**src/rtl/biriscv_csr_wb_pipe_pkg.sv**
```systemverilog
`default_nettype none
// ============================================================================
// biriscv_csr_wb_pipe_pkg : exception codes, class helper and stage payloads
// Revision: 1.0
// ============================================================================
package biriscv_csr_wb_pipe_pkg;

  localparam int EXCEPTION_W = 6;

  localparam logic [EXCEPTION_W-1:0] EXCEPTION_MISALIGNED_FETCH    = 6'h10;
  localparam logic [EXCEPTION_W-1:0] EXCEPTION_FAULT_FETCH         = 6'h11;
  localparam logic [EXCEPTION_W-1:0] EXCEPTION_ILLEGAL_INSTRUCTION = 6'h12;
  localparam logic [EXCEPTION_W-1:0] EXCEPTION_BREAKPOINT          = 6'h13;
  localparam logic [EXCEPTION_W-1:0] EXCEPTION_MISALIGNED_LOAD     = 6'h14;
  localparam logic [EXCEPTION_W-1:0] EXCEPTION_FAULT_LOAD          = 6'h15;
  localparam logic [EXCEPTION_W-1:0] EXCEPTION_MISALIGNED_STORE    = 6'h16;
  localparam logic [EXCEPTION_W-1:0] EXCEPTION_FAULT_STORE         = 6'h17;
  localparam logic [EXCEPTION_W-1:0] EXCEPTION_ECALL               = 6'h18;
  localparam logic [EXCEPTION_W-1:0] EXCEPTION_INTERRUPT           = 6'h20;
  localparam logic [EXCEPTION_W-1:0] EXCEPTION_ERET                = 6'h30;
  localparam logic [EXCEPTION_W-1:0] EXCEPTION_FENCE               = 6'h40;

  typedef enum logic [1:0] {
    EXC_CLASS_NONE    = 2'd0,
    EXC_CLASS_FETCH   = 2'd1,
    EXC_CLASS_LDST    = 2'd2,
    EXC_CLASS_ILLEGAL = 2'd3
  } exc_class_e;

  // Selects which source supplies tval for a committed exception code.
  function automatic exc_class_e exc_class(input logic [EXCEPTION_W-1:0] code);
    exc_class_e cls;
    cls = EXC_CLASS_NONE;
    if (code == EXCEPTION_ILLEGAL_INSTRUCTION)
      cls = EXC_CLASS_ILLEGAL;
    else if (code == EXCEPTION_MISALIGNED_FETCH || code == EXCEPTION_FAULT_FETCH)
      cls = EXC_CLASS_FETCH;
    else if (code == EXCEPTION_MISALIGNED_LOAD  || code == EXCEPTION_FAULT_LOAD ||
             code == EXCEPTION_MISALIGNED_STORE || code == EXCEPTION_FAULT_STORE)
      cls = EXC_CLASS_LDST;
    return cls;
  endfunction

  typedef struct packed {
    logic [31:0]            pc;
    logic [11:0]            waddr;
    logic [31:0]            value;
    logic                   write;
    logic [31:0]            wdata;
    logic [EXCEPTION_W-1:0] exception;
  } e2_entry_t;

  typedef struct packed {
    logic                   write;
    logic [11:0]            waddr;
    logic [31:0]            wdata;
    logic [EXCEPTION_W-1:0] exception;
    logic [31:0]            pc;
    logic [31:0]            tval;
    logic [31:0]            value;
  } wb_entry_t;

endpackage
`default_nettype wire

```
**src/rtl/biriscv_csr_wb_stage.sv**
```systemverilog
`default_nettype none
// ============================================================================
// biriscv_csr_wb_stage : valid/stall/kill pipeline register (kill beats stall)
// Revision: 1.0
// ============================================================================
module biriscv_csr_wb_stage #(
  parameter int WIDTH = 32
) (
  input  logic             clk_i,
  input  logic             rst_ni,
  input  logic             stall_i,
  input  logic             kill_i,
  input  logic             valid_i,
  input  logic [WIDTH-1:0] data_i,
  output logic             valid_o,
  output logic [WIDTH-1:0] data_o
);

  logic             r_valid;
  logic [WIDTH-1:0] r_data;

  // Payload is cleared on kill so a squashed slot carries no stale write/exception.
  always_ff @(posedge clk_i or negedge rst_ni) begin
    if (!rst_ni) begin
      r_valid <= 1'b0;
      r_data  <= '0;
    end else if (kill_i) begin
      r_valid <= 1'b0;
      r_data  <= '0;
    end else if (!stall_i) begin
      r_valid <= valid_i;
      r_data  <= data_i;
    end
  end

  assign valid_o = r_valid;
  assign data_o  = r_data;

endmodule
`default_nettype wire

```
**src/rtl/biriscv_csr_wb_pipe.sv**
```systemverilog
`default_nettype none
// ============================================================================
// biriscv_csr_wb_pipe : CSR result E1->E2->WB carrier with exception merge
// Revision: 1.0
// ============================================================================
module biriscv_csr_wb_pipe
  import biriscv_csr_wb_pipe_pkg::*;
#(
  parameter int SUPPORT_LSU_FAULT = 1
) (
  input  logic                   clk_i,
  input  logic                   rst_ni,
  input  logic                   e1_valid_i,
  input  logic [31:0]            e1_pc_i,
  input  logic [31:0]            e1_opcode_i,
  input  logic [31:0]            csr_result_e1_value_i,
  input  logic                   csr_result_e1_write_i,
  input  logic [31:0]            csr_result_e1_wdata_i,
  input  logic [EXCEPTION_W-1:0] csr_result_e1_exception_i,
  input  logic [EXCEPTION_W-1:0] lsu_exception_e2_i,
  input  logic [31:0]            lsu_addr_e2_i,
  input  logic                   take_interrupt_i,
  input  logic                   stall_i,
  input  logic                   flush_i,
  output logic                   csr_writeback_write_o,
  output logic [11:0]            csr_writeback_waddr_o,
  output logic [31:0]            csr_writeback_wdata_o,
  output logic [EXCEPTION_W-1:0] csr_writeback_exception_o,
  output logic [31:0]            csr_writeback_exception_pc_o,
  output logic [31:0]            csr_writeback_exception_addr_o,
  output logic [31:0]            wb_value_o,
  output logic                   wb_valid_o
);

  localparam int c_E2_W = $bits(e2_entry_t);
  localparam int c_WB_W = $bits(wb_entry_t);

  e2_entry_t              w_e1_entry;
  e2_entry_t              w_e2_entry;
  wb_entry_t              w_wb_in;
  wb_entry_t              w_wb_entry;
  logic [c_E2_W-1:0]      w_e2_data;
  logic [c_WB_W-1:0]      w_wb_data;
  logic                   w_e2_valid;
  logic                   w_wb_valid;
  logic                   w_e2_live;
  logic                   w_squash;
  logic                   w_e2_kill;
  logic [EXCEPTION_W-1:0] w_lsu_exception;
  logic [31:0]            w_lsu_addr;
  logic [EXCEPTION_W-1:0] w_e2_exception;
  logic [31:0]            w_e2_tval;
  logic                   w_unused_opcode;

  generate
    if (SUPPORT_LSU_FAULT != 0) begin : g_lsu_fault
      assign w_lsu_exception = lsu_exception_e2_i;
      assign w_lsu_addr      = lsu_addr_e2_i;
    end else begin : g_no_lsu_fault
      assign w_lsu_exception = '0;
      assign w_lsu_addr      = '0;
    end
  endgenerate

  // Only the CSR address field of the opcode travels down the pipe.
  assign w_unused_opcode = ^e1_opcode_i[19:0];

  always_comb begin
    w_e1_entry           = '0;
    w_e1_entry.pc        = e1_pc_i;
    w_e1_entry.waddr     = e1_opcode_i[31:20];
    w_e1_entry.value     = csr_result_e1_value_i;
    w_e1_entry.write     = csr_result_e1_write_i;
    w_e1_entry.wdata     = csr_result_e1_wdata_i;
    w_e1_entry.exception = csr_result_e1_exception_i;
  end

  assign w_e2_entry = e2_entry_t'(w_e2_data);
  assign w_wb_entry = wb_entry_t'(w_wb_data);

  // An E2 entry being flushed never reaches WB, so it cannot raise anything.
  assign w_e2_live = w_e2_valid & ~flush_i;

  // Priority: early E1 code, then late LSU fault, then a pending interrupt.
  always_comb begin
    w_e2_exception = '0;
    if (w_e2_live) begin
      if (w_e2_entry.exception != '0)
        w_e2_exception = w_e2_entry.exception;
      else if (w_lsu_exception != '0)
        w_e2_exception = w_lsu_exception;
      else if (take_interrupt_i)
        w_e2_exception = EXCEPTION_INTERRUPT;
    end
  end

  always_comb begin
    w_e2_tval = '0;
    case (exc_class(w_e2_exception))
      EXC_CLASS_ILLEGAL: w_e2_tval = w_e2_entry.value;
      EXC_CLASS_LDST:    w_e2_tval = w_lsu_addr;
      EXC_CLASS_FETCH:   w_e2_tval = w_e2_entry.pc;
      default:           w_e2_tval = '0;
    endcase
  end

  always_comb begin
    w_wb_in           = '0;
    w_wb_in.write     = w_e2_entry.write;
    w_wb_in.waddr     = w_e2_entry.waddr;
    w_wb_in.wdata     = w_e2_entry.wdata;
    w_wb_in.exception = w_e2_exception;
    w_wb_in.pc        = w_e2_entry.pc;
    w_wb_in.tval      = w_e2_tval;
    w_wb_in.value     = w_e2_entry.value;
  end

  // An exception moving into WB squashes the younger instruction behind it.
  assign w_squash  = ~stall_i & (w_e2_exception != '0);
  assign w_e2_kill = flush_i | w_squash;

  biriscv_csr_wb_stage #(
    .WIDTH (c_E2_W)
  ) u_e2_stage (
    .clk_i   (clk_i),
    .rst_ni  (rst_ni),
    .stall_i (stall_i),
    .kill_i  (w_e2_kill),
    .valid_i (e1_valid_i),
    .data_i  (w_e1_entry),
    .valid_o (w_e2_valid),
    .data_o  (w_e2_data)
  );

  biriscv_csr_wb_stage #(
    .WIDTH (c_WB_W)
  ) u_wb_stage (
    .clk_i   (clk_i),
    .rst_ni  (rst_ni),
    .stall_i (stall_i),
    .kill_i  (1'b0),
    .valid_i (w_e2_live),
    .data_i  (w_wb_in),
    .valid_o (w_wb_valid),
    .data_o  (w_wb_data)
  );

  // FENCE is an exception code that still lets its CSR write (satp) commit.
  always_comb begin
    csr_writeback_write_o          = 1'b0;
    csr_writeback_waddr_o          = '0;
    csr_writeback_wdata_o          = '0;
    csr_writeback_exception_o      = '0;
    csr_writeback_exception_pc_o   = '0;
    csr_writeback_exception_addr_o = '0;
    wb_value_o                     = '0;
    wb_valid_o                     = w_wb_valid;
    if (w_wb_valid) begin
      csr_writeback_write_o          = w_wb_entry.write &
                                       ((w_wb_entry.exception == '0) ||
                                        (w_wb_entry.exception == EXCEPTION_FENCE));
      csr_writeback_waddr_o          = w_wb_entry.waddr;
      csr_writeback_wdata_o          = w_wb_entry.wdata;
      csr_writeback_exception_o      = w_wb_entry.exception;
      csr_writeback_exception_pc_o   = w_wb_entry.pc;
      csr_writeback_exception_addr_o = w_wb_entry.tval;
      wb_value_o                     = w_wb_entry.value;
    end
  end

endmodule
`default_nettype wire
```
**config.mk**
```make
export PLATFORM = sky130hd
export DESIGN_NAME = biriscv_csr_wb_pipe
export DESIGN_NICKNAME = d
export VERILOG_FILES = /design/src/rtl/biriscv_csr_wb_pipe_pkg.sv /design/src/rtl/biriscv_csr_wb_stage.sv /design/src/rtl/biriscv_csr_wb_pipe.sv
export SDC_FILE = /design/constraint.sdc
export NUM_CORES = 1
export LEC_CHECK = 0
export ABC_AREA = 1
export BUFFER_PORTS_ARGS = -buffer_cell sky130_fd_sc_hd__buf_2
export CAP_MARGIN = 40
export CORE_UTILIZATION = 57
export DETAILED_ROUTE_END_ITERATION = 12
export HOLD_SLACK_MARGIN = 0.02
export PLACE_DENSITY = 0.85
export SLEW_MARGIN = 20
export SYNTH_ARGS = -nofsm -noshare
export SYNTH_HDL_FRONTEND = slang
export SYNTH_SLANG_ARGS = --single-unit
export TNS_END_PERCENT = 10
```
**constraint.sdc**
```tcl
create_clock -name clk_i -period 2.75 [get_ports clk_i]
set_clock_uncertainty 0.1 [all_clocks]
set_input_delay 0.275 -clock clk_i [delete_from_list [all_inputs] [get_ports clk_i]]
set_output_delay 0.275 -clock clk_i [all_outputs]
set_load 0.01 [all_outputs]
```
### Yosys cells after proc, flatten, opt, wreduce, memory -nomap -nowiden

Cells that the tools add are included.

| cells by class | value |
|---|---|
| equal/unequal tests | 11 |
| muxes and demuxes | 19 |
| bitwise operators | 6 |
| reduce and logical (&&, ||, !) cells | 8 |

Operators by type and width:

| cell | count |
|---|---|
| two-way mux 115 bit | 2 |
| two-way mux 32 bit | 4 |
| one-hot mux 32 bit (3 select lines) | 1 |
| == test 6 x 5 -> 1 bit, second input constant | 7 |
| two-way mux 6 bit | 5 |
| nonzero test 6 bit | 3 |
| two-way mux 12 bit | 1 |
| zero test 6 bit | 1 |
| two-way mux 2 bit | 3 |
| == test 2 bit, second input constant | 2 |
| logical OR 1 bit | 4 |
| AND 1 bit | 3 |
| two-way mux 1 bit | 3 |
| == test 2 x 1 -> 1 bit, second input constant | 1 |
| != test 2 x 1 -> 1 bit, second input constant | 1 |
| inverter 1 bit | 2 |
| OR 1 bit | 1 |

| storage, ports and cells | value |
|---|---|
| bits in registers | 264 |
| input port bits | 179 |
| logic and storage cells | 48 |

### Logic depth before layout (Yosys ltp)

Gate-level depths: netlist of run 1.

| depth | value |
|---|---|
| depth in word-level cells | 13 |
| depth in mapped cells | 12 |
| gate-level depth less buffers | 10 |

### Hierarchy

A second synthesis of run 1 with hierarchy kept.

| second synthesis, totals | value |
|---|---|
| cells, all modules | 1665 |
| area total of the unflattened synthesis | 12897.4 µm² |

Modules (own cells, without submodules):

| module | instances | cells an instance | area an instance (µm²) | seq. area each (µm²) |
|---|---|---|---|---|
| biriscv_csr_wb_stage at u_wb_stage | 1 | 643 | 5834.3 | 3703.6 |
| biriscv_csr_wb_stage at u_e2_stage | 1 | 503 | 4589.4 | 2902.8 |
| biriscv_csr_wb_pipe | 1 | 519 | 2473.6 | 0.0 |

### Worst setup path after synthesis of run 1

Ideal clock, no wire load.

| timing path | value |
|---|---|
| path type | reg2reg |
| start | reg u_e2_stage.r_data[5] (netlist: u_e2_stage.data_o[5]) |
| end | reg u_e2_stage.r_data[100] (netlist: u_e2_stage.data_o[100]) |
| arrival time | 1515 ps |
| required time | 2518 ps |
| slack | 1003 ps |
| cell stages (with the launch flop) | 10 |
| buffers on the path | 2 |
| clock period less this slack | 1747 ps |
| cells stage by stage | dfrtp_1 > nor2_2 > nand3_2 > o21bai_1 > a21oi_2 > nor2_4 > buf_4 > buf_4 > nand3_1 > o21ai_1 |

| between the ends | value |
|---|---|
| longest elaborated chain between the ends | 7 |
| elaborated cells on any way between the ends | 8 |
| those cells by class | eq/ne (1); mux (3); bitwise (2); reduce/logical (2) |

Ends and longest elaborated chain:

| item | line | RTL |
|---|---|---|
| from (decl) | biriscv_csr_wb_stage.sv:20 | `logic [WIDTH-1:0] r_data;` |
| from (signal assigned) | biriscv_csr_wb_stage.sv:32 | `r_data <= data_i;` |
| nonzero test 6 bit | biriscv_csr_wb_pipe.sv:88 | `if (w_e2_entry.exception != '0)` |
| two-way mux 6 bit (*) | biriscv_csr_wb_pipe.sv:88 |  |
| two-way mux 6 bit (*) | biriscv_csr_wb_pipe.sv:87 | `if (w_e2_live) begin` |
| nonzero test 6 bit (*) | biriscv_csr_wb_pipe.sv:119 | `assign w_squash = ~stall_i & (w_e2_exception != '0);` |
| AND 1 bit (*) | biriscv_csr_wb_pipe.sv:119 |  |
| OR 1 bit (*) | biriscv_csr_wb_pipe.sv:120 | `assign w_e2_kill = flush_i \| w_squash;` |
| != test 2 x 1 -> 1 bit (no source line) / two-way mux 115 bit (equally long branches) | n/a |  |

Mark *: on every way between the ends. The rest lies on a longest branch, timed or not.
A chain may end at the register's enable or synchronous reset.

### Final worst setup path of run 1

| timing path | value |
|---|---|
| start | reg u_wb_stage.r_valid (netlist: u_wb_stage.valid_o) |
| end | out csr_writeback_exception_addr_o[3] |

| between the ends | value |
|---|---|
| longest elaborated chain between the ends | 1 |

Ends and longest elaborated chain:

| item | line | RTL |
|---|---|---|
| from (decl) | biriscv_csr_wb_stage.sv:19 | `logic r_valid;` |
| from (signal assigned) | biriscv_csr_wb_stage.sv:31 | `r_valid <= valid_i;` |
| two-way mux 32 bit | biriscv_csr_wb_pipe.sv:158 | `if (w_wb_valid) begin` |
| to (decl) | biriscv_csr_wb_pipe.sv:30 | `output logic [31:0] csr_writeback_exception_addr_o,` |

No other way between the ends.

==> results of run 1 <==
[cell type report]
type / count / area [um2]
fillers: 1319 / 4710
inverters: 157 / 592
flip-flops and latches: 264 / 6610
clock inverters: 8 / 68.8
multi-input cells: 1103 / 4720
repair buffers: 471 / 3330
clock buffers: 40 / 837
well taps: 275 / 344
diodes: 2 / 5.00
[registers in the layout, indices dropped and copies added (netlist names)]
register and flops:
u_e2_stage.data_o 115, u_wb_stage.valid_o 1, u_wb_stage.data_o 147, u_e2_stage.valid_o 1
[synth_stat cells (4+ instances only)]
master	count	area (um2)
nor2_2	5	31.3
o21ai_1	41	205
o2111ai_1	8	70.1
nor2_1	9	33.8
o21ai_0	74	370
buf_2	28	140
nand2_2	4	25.0
dfrtp_1	264	6610
nand2_1	713	2680
buf_4	10	75.1
buf_1	11	41.3
nand3_1	237	1190
clkbuf_1	62	233
buf_6	6	67.6
inv_1	154	578
[timing repair]
action                                 CTS  global route
hold buffers                           145             0
endpoints found under the hold margin  228             0
setup buffers                            0             0
setup endpoints to repair                0             0
[how the worst max path moves through the flow]
stage	start	end	slack, ns	cells after the start
after global placement	flush_i	u_wb_stage.data_o[57]	0.66	12
after global routing	u_wb_stage.valid_o	csr_writeback_wdata_o[13]	0.30	4
final	u_wb_stage.valid_o	csr_writeback_exception_addr_o[3]	0.40	4
after detailed placement	flush_i	u_wb_stage.data_o[52]	0.60	12
after floorplan	u_e2_stage.data_o[5]	u_e2_stage.data_o[100]	1.00	9
after CTS	u_wb_stage.valid_o	csr_writeback_wdata_o[26]	0.44	4
[metrics by stage]
step           area [um2]  hold WS, ns  total power [mW]   util
2_1_floorplan       12500       -0.121              5.21      -
3_3_place_gp        14200        0.239              5.67  0.667
3_5_place_dp        14200        0.239              5.73  0.667
4_1_cts             16500       0.0203              9.59  0.778
5_1_grt             16500       0.0317              10.0  0.778
6_report            16500       0.0304              9.67  0.778
[worst max-delay path, delay by kind of cell (launching register included)]
family	cells	cell delay, ns
simple gates	1	0.11
flops	1	0.69
buf+inv	3	0.59
[power groups by stage]
stage / registers, mW / logic [mW] / clock network, mW
2_1_floorplan: 4.50 / 0.713 / 0
3_3_place_gp: 4.56 / 1.11 / 0
3_5_place_dp: 4.58 / 1.15 / 0
4_1_cts: 4.52 / 1.32 / 3.75
5_1_grt: 4.58 / 1.49 / 3.93
6_report: 4.55 / 1.37 / 3.75
[kinds of logic after synthesis]
| family | after synthesis | synth area share |
|---|---|---|
| flip-flops | 264 | 0.531 |
| AO/OA/AOI/OAI | 126 | 0.0541 |
| buffers and inverters | 274 | 0.0920 |
| AND/OR/NAND/NOR | 977 | 0.323 |
[layer usage]
layer	vias to the layer above	wire, um
met4	0	2110
met3	190	4210
met5	-	0
li1	5865	-
met1	6150	15200
met2	957	20000
==> qor.csv, run 1 <==
metric,value,unit
nets,2204,
first_pass_iters,6,
die_area,22400,um2
cts_root_buf,clkbuf_16,
postCtsResizedCells,0,
ys_ff_latch,264,
critPathLaunchType,flip-flop,
drive_gt1_frac,0.191,
dp_hpwl,21600,um
clkTransAtPathRegs,0.06,ns
num_vias,13200,
grt_max_degree,155,
cp.required,2.38,ns
crit_type,flip-flop to primary output,
p_int,6.99,mW
min_path_cells,5,
grt_pass1_vias,12700,
finalSetupViolCount,0,
synth_flop_cell,dfrtp_1,
num_rows,53,
cts.sinks,264,
synth-edff-count,0,
timing.final.crit_period,2.35,ns
slew_headroom,0.486,
avgRoutedWirePerCell,17.9,um
tightest_slew,0.771,ns
r2r-start,u_e2_stage.data_o[3],
setup_tns,0,ns
worst_slack,0.397,ns
path_max_fanout,64,
final_hold_viol_count,0,
p_comb_frac,0.142,
period_share,0.856,
max_freq,425,MHz
worst_ep_arrival_time,1.98,ns
cts_max_level,1,
layout_common_cells,"713 x nand2_1, 304 x buf_2, 263 x dfrtp_1",
rsz0062_at_grt,no,
syn-num-nets,1820,
die_w,150,um
yosysUniqueCellTypes,24,
antenna_found_initial,2,
stdcell_count,2320,
die_h,150,um
hp-start,lsu_addr_e2_i[5],
syn_avg_cell_area,7.59,um2
clkPwrFrac,0.387,
initial_core_util,0.587,
overflow,0,
clock_latency,0.53,ns
r2r_cells,9,
seq_area_frac_synth,0.531,
grt_util_met1,0.465,
drt-initial-drc-count,1378,
coreArea,21200,um2
switching_power,2.68,mW
dp.cells,2125,
grt_pass1_wl,64700,um
busiest_layer,met2,
slowest_stage,dfrtp_4,
ant_nets,0,
cp_cell_sequence,buf_12 > nand2_1 > inv_1 > buf_2,
whs_endpoint,u_wb_stage.data_o[37],
ir_drop,0.593,mV
wl,41500,um
clk_path_buf_depth,3,
grt_use_total,0.367,
ios,327,
gp_congestion,0.893,
cts_made_buffers,28,
finalMaxSlewViolations,0,
total_leakage_power,9.81,nW
portBuffers,306,
synth-async-reset-ratio,1.00,
grtUsageMet3,0.0677,
r2r-end,u_e2_stage.data_o[100],
syn_area,12500,um2
sequentialPowerShare,0.471,
cts_tree,done,
met2_usage,0.599,
swShare,0.277,
netlist_instances,1641,
r2r_slack,0.56,ns
end_kind,primary output,
cp_slowest_stage_delay,0.69,ns
viasPerCell,5.67,
outcome,completed,
cellPowerDensity,586,nW/um2
synth_warnings,0,
maxCapViolations,0,
post-route-drc-count,0,
place_ws,0.602,ns
final_common_cell,nand2_1,
hold_path_class,primary input to flip-flop,
syn_to_final_growth,32.6,%
Power figures use the tool's default switching activity.
==> inputs of run 2 (changes only) <==
Settings changed: MAX_ROUTING_LAYER set to met4.
==> run 2 against run 1 <==
Fmax grew 0.34%; hold slack improved by 0.0081 ns; critical path depth did not move; critical endpoint is now csr_writeback_waddr_o[5]; cell area stayed put; final cell count unchanged; wire length down 0.36%; register-to-register slack lost 0.02 ns; count of clock-buffer cells in the layout is the same; die area stayed put; sequential cell count unchanged; core utilization unchanged; largest cell class unchanged.
==> qor.csv, run 2 (synthesis results as in run 1) <==
metric,value,unit,change
outcome,completed,,
num_vias,13100,,-0.62%
period_share,0.853,,-0.00293
hold_path_class,primary input to flip-flop,,
finalMaxSlewViolations,0,,unchanged
gp_congestion,0.908,,+1.7%
ant_nets,0,,unchanged
power,9.66,mW,about the same
avgRoutedWirePerCell,17.8,um,-0.36%
syn_to_final_growth,32.6,%,unchanged
die_h,150,um,unchanged
hold_slack,0.0385,ns,+0.00812 ns
worst_slack,0.405,ns,+0.00807 ns
dp_hpwl,21600,um,unchanged
post-route-drc-count,0,,unchanged
drt-initial-drc-count,1526,,+11%
grt_pass1_wl,64600,um,-0.17%
final_hold_viol_count,0,,unchanged
initial_core_util,0.587,,unchanged
die_w,150,um,unchanged
cts_root_buf,clkbuf_16,,
first_pass_iters,6,,unchanged
slew_headroom,0.501,,+0.0152
post_cts_buffers,0,,unchanged
critPathLaunchType,flip-flop,,
clk_path_buf_depth,3,,unchanged
antenna_found_initial,2,,unchanged
die_area,22400,um2,unchanged
final_cell_area,16500,um2,unchanged
tightest_slew,0.748,ns,-0.0228 ns
drt-met1-wl,15100,um,-0.74%
setup_tns,0,ns,unchanged
cts_made_buffers,28,,unchanged
viasPerCell,5.64,,-0.62%
final_common_cell,nand2_1,,
max_freq,426,MHz,+0.34%
cp.required,2.38,ns,about the same
largest_reg_flops,147,,unchanged
cellPowerDensity,585,nW/um2,about the same
coreArea,21200,um2,unchanged
place_ws,0.602,ns,unchanged
wl,41300,um,-0.36%
num_rows,53,,unchanged
clock_latency,0.53,ns,about the same
layout_common_cells,"713 x nand2_1, 304 x buf_2, 263 x dfrtp_1",,
clkTransAtPathRegs,0.06,ns,about the same
grt_use_total,0.378,,+0.0110
wl_met3,4150,um,-1.4%
ir_drop,0.593,mV,about the same
ios,327,,unchanged
maxCapViolations,0,,unchanged
nets,2204,,unchanged
worst_ep_arrival_time,1.97,ns,about the same
cts_tree,done,,
timing.final.crit_period,2.35,ns,-0.00807 ns
drive_gt1_frac,0.191,,unchanged
end_kind,primary output,,
place_area,14200,um2,unchanged
cts.sinks,264,,unchanged
met2_length,20000,um,about the same
grt_pass1_vias,12700,,+0.071%
total_leakage_power,9.81,nW,unchanged
overflow,0,,unchanged
path_max_fanout,64,,unchanged
crit_type,flip-flop to primary output,,
portBuffers,306,,unchanged
grt_max_degree,155,,unchanged
rsz0062_at_grt,no,,
cts_max_level,1,,unchanged
finalSetupViolCount,0,,unchanged
dr.max_layer_used,met4,,
## run 2: cell counts in the layout (fill, tap and decap cells not counted)
Identical to the previous run, type by type.
## run 2: final cells by class
cell class	count	area [um2]
clock inverters	8	68.8
multi-input cells	1103	4720
inverters	157	592
fillers	1320	4710
flip-flops and latches	264	6610
repair buffers	471	3330
clock buffers	40	837
diodes	2	5.00
well taps	275	344
## run 2: metrics by stage
stage          cells  utilization
2_1_floorplan   1641            -
3_3_place_gp    2125        0.667
3_5_place_dp    2125        0.667
4_1_cts         2318        0.778
5_1_grt         2320        0.778
6_report        2320        0.778
## run 2: report_power, final
group / switching [mW] / internal [mW]
clock: 1.55 / 2.19
combinational: 0.838 / 0.535
sequential: 0.290 / 4.26
## run 2: final timing paths
| kind | depth (start not counted) | end | slack, ns | startpoint |
|---|---|---|---|---|
| worst max-delay path | 4 | csr_writeback_waddr_o[5] | 0.40 | u_wb_stage.valid_o |
| worst min-delay path | 5 | u_wb_stage.data_o[37] | 0.04 | lsu_addr_e2_i[5] |
| worst max register to register | 9 | u_e2_stage.data_o[100] | 0.54 | u_e2_stage.data_o[3] |
| worst min register to register | 2 | u_wb_stage.data_o[121] | 0.36 | u_e2_stage.data_o[25] |
| max in group asynchronous | 3 | u_e2_stage.data_o[39] | 1.49 | rst_ni |
| min in group asynchronous | 2 | u_wb_stage.data_o[23] | 0.24 | rst_ni |
## run 2: repair_timing
action,CTS,global route
hold buffers,145,0
hold endpoints to repair,228,0
resized for setup,0,0
## run 2: worst max-delay path, stage by stage, from the launching register on
cell	delay [ns]
dfrtp_4	0.70
buf_12	0.32
nand2_1	0.14
inv_1	0.08
buf_2	0.13
## run 2: metal layers
metal,global-route usage,vias up
met1,0.469,6081
met3,0.0640,186
met4,0.192,0
li1,-,5869
met5,-,-
met2,0.598,945
